## src/rtl/data_store_buffer_pkg.sv

```systemverilog
// Shared definitions for the posted-store buffer: memory FSM states,
// transaction/entry layout and data_mem sign_mask field positions.
package data_store_buffer_pkg;

  localparam int DEFAULT_DEPTH = 4;
  localparam int ENTRY_W       = 68;

  // data_mem sign_mask layout: access size in [1:0], sign-extend control in [2]
  localparam int MASK_SIZE_LSB = 0;
  localparam int MASK_SIZE_MSB = 1;
  localparam int MASK_SIGN_BIT = 2;

  typedef enum logic [1:0] {
    MS_IDLE = 2'd0,
    MS_REQ  = 2'd1,
    MS_WAIT = 2'd2
  } mem_state_e;

  typedef struct packed {
    logic [31:0] addr;
    logic [31:0] data;
    logic [3:0]  mask;
  } store_entry_t;

endpackage

```

## src/rtl/data_store_buffer_store_fifo.sv

```systemverilog
// In-order store queue: DEPTH entries of {addr, data, mask} with head and
// head+1 peek ports so the drain FSM can chain stores without a bubble.
module store_fifo
  import data_store_buffer_pkg::*;
#(
  parameter int DEPTH = DEFAULT_DEPTH,
  localparam int PTR_W = $clog2(DEPTH),
  localparam int CNT_W = $clog2(DEPTH + 1)
) (
  input  logic               clk,
  input  logic               rst,
  input  logic               push,
  input  logic               pop,
  input  logic [ENTRY_W-1:0] push_entry,
  output logic [ENTRY_W-1:0] head,
  output logic [ENTRY_W-1:0] head_next,
  output logic [CNT_W-1:0]   count,
  output logic               full,
  output logic               empty
);

  localparam logic [PTR_W-1:0] PTR_ONE = PTR_W'(1'b1);

  logic [ENTRY_W-1:0] mem_r [DEPTH];
  logic [PTR_W-1:0]   wr_ptr_r;
  logic [PTR_W-1:0]   rd_ptr_r;
  logic [CNT_W-1:0]   count_r;
  logic               push_ok_s;
  logic               pop_ok_s;

  assign full      = (count_r == CNT_W'(DEPTH));
  assign empty     = (count_r == {CNT_W{1'b0}});
  assign count     = count_r;
  assign push_ok_s = push & ~full;
  assign pop_ok_s  = pop & ~empty;
  assign head      = mem_r[rd_ptr_r];
  assign head_next = mem_r[rd_ptr_r + PTR_ONE];

  // Entry storage; contents are don't-care until written, so no reset
  always_ff @(posedge clk) begin
    if (push_ok_s) begin
      mem_r[wr_ptr_r] <= push_entry;
    end
  end

  // Pointers wrap naturally at DEPTH (power of two)
  always_ff @(posedge clk or posedge rst) begin
    if (rst) begin
      wr_ptr_r <= {PTR_W{1'b0}};
      rd_ptr_r <= {PTR_W{1'b0}};
      count_r  <= {CNT_W{1'b0}};
    end else begin
      if (push_ok_s) wr_ptr_r <= wr_ptr_r + PTR_ONE;
      if (pop_ok_s)  rd_ptr_r <= rd_ptr_r + PTR_ONE;
      case ({push_ok_s, pop_ok_s})
        2'b10:   count_r <= count_r + CNT_W'(1'b1);
        2'b01:   count_r <= count_r - CNT_W'(1'b1);
        default: count_r <= count_r;
      endcase
    end
  end

endmodule

```

## src/rtl/data_store_buffer.sv

```systemverilog
// Posted-store buffer between the core memory stage and data_mem: stores are
// queued and drained in order; loads wait for an empty queue, then issue.
module data_store_buffer
  import data_store_buffer_pkg::*;
#(
  parameter int DEPTH = DEFAULT_DEPTH,
  localparam int CNT_W = $clog2(DEPTH + 1)
) (
  input  logic        clk,
  input  logic        rst,
  input  logic [31:0] cpu_addr,
  input  logic [31:0] cpu_write_data,
  input  logic        cpu_memwrite,
  input  logic        cpu_memread,
  input  logic [3:0]  cpu_sign_mask,
  output logic [31:0] cpu_read_data,
  output logic        cpu_stall,
  output logic [31:0] mem_addr,
  output logic [31:0] mem_write_data,
  output logic [3:0]  mem_sign_mask,
  output logic        mem_memwrite,
  output logic        mem_memread,
  input  logic [31:0] mem_read_data,
  input  logic        mem_clk_stall
);

  mem_state_e   state_r, state_n;
  store_entry_t txn_r, txn_src_s, cpu_entry_s, head_s, head_next_s;
  logic         txn_write_r, txn_write_n, load_txn_s;
  logic [31:0]  cpu_read_data_r;
  logic         rd_done_r;
  logic [CNT_W-1:0] count_s;
  logic         full_s, empty_s;
  logic         accept_s, load_go_s, complete_s, pop_s, more_stores_s;

  assign cpu_entry_s = '{addr: cpu_addr, data: cpu_write_data, mask: cpu_sign_mask};
  assign accept_s    = cpu_memwrite & ~full_s;
  assign load_go_s   = cpu_memread & ~cpu_memwrite & empty_s & ~rd_done_r & (state_r == MS_IDLE);
  assign complete_s  = (state_r == MS_WAIT) & ~mem_clk_stall;
  assign pop_s       = complete_s & txn_write_r;
  // After a pop the queue keeps work only if more than the retiring head remains
  assign more_stores_s = pop_s ? (count_s > CNT_W'(1'b1)) : ~empty_s;

  store_fifo #(.DEPTH(DEPTH)) u_fifo (
    .clk        (clk),
    .rst        (rst),
    .push       (accept_s),
    .pop        (pop_s),
    .push_entry (cpu_entry_s),
    .head       (head_s),
    .head_next  (head_next_s),
    .count      (count_s),
    .full       (full_s),
    .empty      (empty_s)
  );

  // Memory FSM next state and transaction selection
  always_comb begin
    state_n     = state_r;
    load_txn_s  = 1'b0;
    txn_src_s   = head_s;
    txn_write_n = 1'b1;
    case (state_r)
      MS_IDLE: begin
        if (~mem_clk_stall && (~empty_s || accept_s)) begin
          state_n    = MS_REQ;
          load_txn_s = 1'b1;
          txn_src_s  = empty_s ? cpu_entry_s : head_s;
        end else if (~mem_clk_stall && load_go_s) begin
          state_n     = MS_REQ;
          load_txn_s  = 1'b1;
          txn_src_s   = cpu_entry_s;
          txn_write_n = 1'b0;
        end else begin
          state_n = MS_IDLE;
        end
      end
      MS_REQ: begin
        state_n = MS_WAIT;
      end
      MS_WAIT: begin
        if (complete_s && more_stores_s) begin
          state_n    = MS_REQ;
          load_txn_s = 1'b1;
          txn_src_s  = pop_s ? head_next_s : head_s;
        end else if (complete_s && accept_s) begin
          state_n    = MS_REQ;
          load_txn_s = 1'b1;
          txn_src_s  = cpu_entry_s;
        end else if (complete_s) begin
          state_n = MS_IDLE;
        end else begin
          state_n = MS_WAIT;
        end
      end
      default: begin
        state_n = MS_IDLE;
      end
    endcase
  end

  // FSM state, transaction register and load return path
  always_ff @(posedge clk or posedge rst) begin
    if (rst) begin
      state_r         <= MS_IDLE;
      txn_r           <= '{addr: 32'h0, data: 32'h0, mask: 4'h0};
      txn_write_r     <= 1'b0;
      rd_done_r       <= 1'b0;
      cpu_read_data_r <= 32'h0;
    end else begin
      state_r   <= state_n;
      rd_done_r <= complete_s & ~txn_write_r;
      if (load_txn_s) begin
        txn_r       <= txn_src_s;
        txn_write_r <= txn_write_n;
      end
      if (complete_s && !txn_write_r) begin
        cpu_read_data_r <= mem_read_data;
      end
    end
  end

  assign cpu_read_data  = cpu_read_data_r;
  assign cpu_stall      = (cpu_memwrite & full_s) | (cpu_memread & ~rd_done_r);
  assign mem_addr       = txn_r.addr;
  assign mem_write_data = txn_r.data;
  assign mem_sign_mask  = txn_r.mask;
  assign mem_memwrite   = (state_r == MS_REQ) & txn_write_r;
  assign mem_memread    = (state_r == MS_REQ) & ~txn_write_r;

endmodule

```

## config.mk

```make
export PLATFORM = sky130hd
export DESIGN_NAME = data_store_buffer
export DESIGN_NICKNAME = d
export VERILOG_FILES = /design/src/rtl/data_store_buffer_pkg.sv /design/src/rtl/data_store_buffer_store_fifo.sv /design/src/rtl/data_store_buffer.sv
export SDC_FILE = /design/constraint.sdc
export NUM_CORES = 1
export LEC_CHECK = 0
export ABC_AREA = 1
export ABC_CLOCK_PERIOD_IN_PS = 5100
export BUFFER_PORTS_ARGS = -buffer_cell sky130_fd_sc_hd__buf_2
export CAP_MARGIN = 20
export CORE_MARGIN = 2
export CORE_UTILIZATION = 45
export CTS_CLUSTER_SIZE = 30
export DETAILED_ROUTE_END_ITERATION = 8
export GPL_TIMING_DRIVEN = 0
export PLACE_DENSITY = 0.65
export SLEW_MARGIN = 20
export SYNTH_ARGS = -nofsm -noshare
export SYNTH_HDL_FRONTEND = slang
export SYNTH_HIERARCHICAL = 1
export SYNTH_SLANG_ARGS = --single-unit
```

## constraint.sdc

```tcl
create_clock -name clk -period 5.1 [get_ports clk]
set_input_delay 1.02 -clock clk [delete_from_list [all_inputs] [get_ports clk]]
set_output_delay 1.02 -clock clk [all_outputs]
set_load 0.03 [all_outputs]
```

==> metrics.yaml <==
vias: 22749
numCtsBuffers: 44
synthTopCellsByArea: "edfxtp_1 (35%), nand2_1 (24%), dfrtp_1 (12%)"
crit_chain: "nor2_1 > nand2_1 > inv_1 > nor2_4 > clkbuf_1 > nand2_1 > nor2_4 > buf_12 > buf_12"
endpoint_kind: "flop"
peakVddDrop_mv: 0.404
syn_inst: 3237
postLayoutCellArea_um2: 27200
max_freq_ghz: 0.285
post_dp_cell_area_um2: 25700
synth.most_common_cell: "nand2_1"
port_buffers: 207
avgViaCountPerCell: 5.38
grt_usage_pct: 30.4
cts_root_buf: "clkbuf_16"
ys_ff_latch: 383
holdBufCountCts: 0
drive_gt1_share_pct: 12.1
powerDensity_nw_per_um2: 683
fin_nets: 3616
critPathBufInv: 4
grt_pass1_wl_mm: 126
die_h_um: 232
rsz0062_at_grt: "no"
initial_core_util_pct: 45.7
firstDrtPassIters: 6
post-route-util_pct: 53.0
cts_tree: "built"
cp_data_required_time_ps: 5390
synth-edff-count: 272
finalSetupViolCount: 0
clk_path_buf_depth: 3
route.final.wire_length_mm: 81.9
htreeDepth: 2
wl_per_cell_um: 19.4
clk-insertion-delay-late_ps: 600
fp.coreArea_um2: 51400
n_fill_cell: 5019
netlist_area_um2: 23500
yosysTopAreaCell: "edfxtp_1"
antenna_found_initial: 7
period_share_pct: 68.7
grt.overflow.total: 0
grt_max_degree: 65
die_area_um2: 54000
clock-sinks: 383
worst_pin_slew_ps: 1070
syn_area_per_cell_um2: 7.25
path_max_fanout: 21
place_ws_ps: 1160
ant_nets: 0
maxCapViolations: 0
yosys.cell_types.count: 32
synth_async_sr_flop_share_pct: 29.0
postCtsResizedCells: 0
die_w_um: 232
ys.flop_type: "edfxtp_1"
crit_slowest_cell: "nor2_4"
clk_pin_slew_ps: 60
setup_ws_ps: 1600
synth_top_area_share_pct: 34.8
area_growth_pct: 16.1
place.detailed.hpwl_mm: 55.2
synth_seq_area_share_pct: 46.6
pin_count: 208
cp-start-kind: "flop"
finalClockSkew_ps: 15.6
drtIter0Drc: 2552
total_power_mw: 18.6
slew_headroom_pct: 28.6
ys.warnings.count: 6
leakage_nw: 13.5
rows: 83
place_congestion: 0.901
hold_violations: 0
post_cts_buffers: 0
drc: 0
holdWs_ps: 437
synth_common_cells: "nand2_1 (1509), inv_1 (344), nand3_1 (328)"
finalMaxSlewViolations: 0
critical_path_arrival_ps: 3790
cp_top_family: "simple AND/OR/NAND/NOR gates"
path_class: "reg2reg"
syn_nets: 3348
hp-class: "in2async"
min_period_ps: 3500
max_stage_delay_ps: 620
status: "completed"
grt_pass1_vias: 21696
-- cell type report --
type / count / area [µm²] / share of cell area (%)
Multi-Input combinational cell: 2278 / 10100 / 37.2
Antenna cell: 6 / 15.0 / 0.0551
Tap cell: 680 / 851 / 3.12
Buffer: 218 / 1080 / 3.96
Clock inverter: 32 / 340 / 1.25
Clock buffer: 50 / 1140 / 4.20
Sequential cell: 383 / 10900 / 40.2
Timing Repair Buffer: 222 / 1390 / 5.11
Inverter: 358 / 1350 / 4.95
-- cell usage in the layout, fill, tap and decap left out, types with 6 or more instances in the layout --
cell type	Yosys	routed
nand2_1	1509	1509
inv_1	344	343
nand3_1	328	328
buf_2	82	289
edfxtp_1	272	272
o21ai_0	139	139
o211ai_1	136	136
dfrtp_1	111	111
clkbuf_1	93	97
nand4_1	65	65
clkbuf_16	0	44
or2_1	43	43
or2_0	18	18
buf_1	17	17
buf_6	16	16
inv_2	13	13
nor2_1	15	11
buf_4	10	10
clkinv_1	1	9
buf_16	0	8
nor2_4	3	7
diode_2	0	6
buf_12	0	6
-- stage by stage --
| stage | setup TNS, ps | cells |
|---|---|---|
| global route | 0 | 4225 |
| global placement | -994850 | 4124 |
| detailed placement | 0 | 4139 |
| CTS | 0 | 4221 |
| finish | 0 | 4227 |
| floorplan | -7630 | 3237 |
-- path summary, 6_finish.rpt --
check / cells after the start / startpoint / to / slack, ps
max: 9 / u_fifo/count[1] / u_fifo/mem_r[2][25] / 1600
min: 2 / rst / u_fifo/count[0] / 440
max reg2reg: 9 / u_fifo/count[1] / u_fifo/mem_r[2][25] / 1600
min reg2reg: 2 / cpu_read_data[16] / cpu_read_data[16] / 460
max in group asynchronous: 3 / rst / mem_write_data[14] / 3880
min in group clk: 2 / cpu_read_data[16] / cpu_read_data[16] / 460
-- layer usage --
metal  global-route usage (%)  vias up  routed length [µm]
li1                         -    10942                   -
met4                     16.2        2                4040
met2                     47.0     1195               35900
met5                        0        -                  11
met3                     6.04      229                8540
met1                     40.4    10381               33400
-- logic make-up (layout without fill, tap and decap cells) --
group / Yosys count / after routing / share of synthesized area (%)
AO/OA/AOI/OAI: 282 / 282 / 7.52
XOR/XNOR: 1 / 1 / 0.0373
adder cells (fa/ha/maj): 6 / 6 / 0.352
buffers and inverters: 576 / 880 / 10.3
flip-flops: 383 / 383 / 46.6
other: 0 / 6 / 0
AND/OR/NAND/NOR: 1989 / 1989 / 35.1
-- state kept, by name, summed over array words and instances (netlist names) --
register and cells:
state_r 2, mem_sign_mask 4, cpu_read_data 32, u_fifo/rd_ptr_r 2, mem_write_data 32, rd_done_r 1
txn_write_r 1, u_fifo/mem_r 272, u_fifo/count 3, mem_addr 32, u_fifo/wr_ptr_r 2
-- report_power, final --
group	total, mW	internal (mW)	switching [mW]
clock	3.28	1.89	1.39
combinational	10.7	3.20	7.49
sequential	4.64	4.28	0.367
Power figures use the tool's default switching activity.
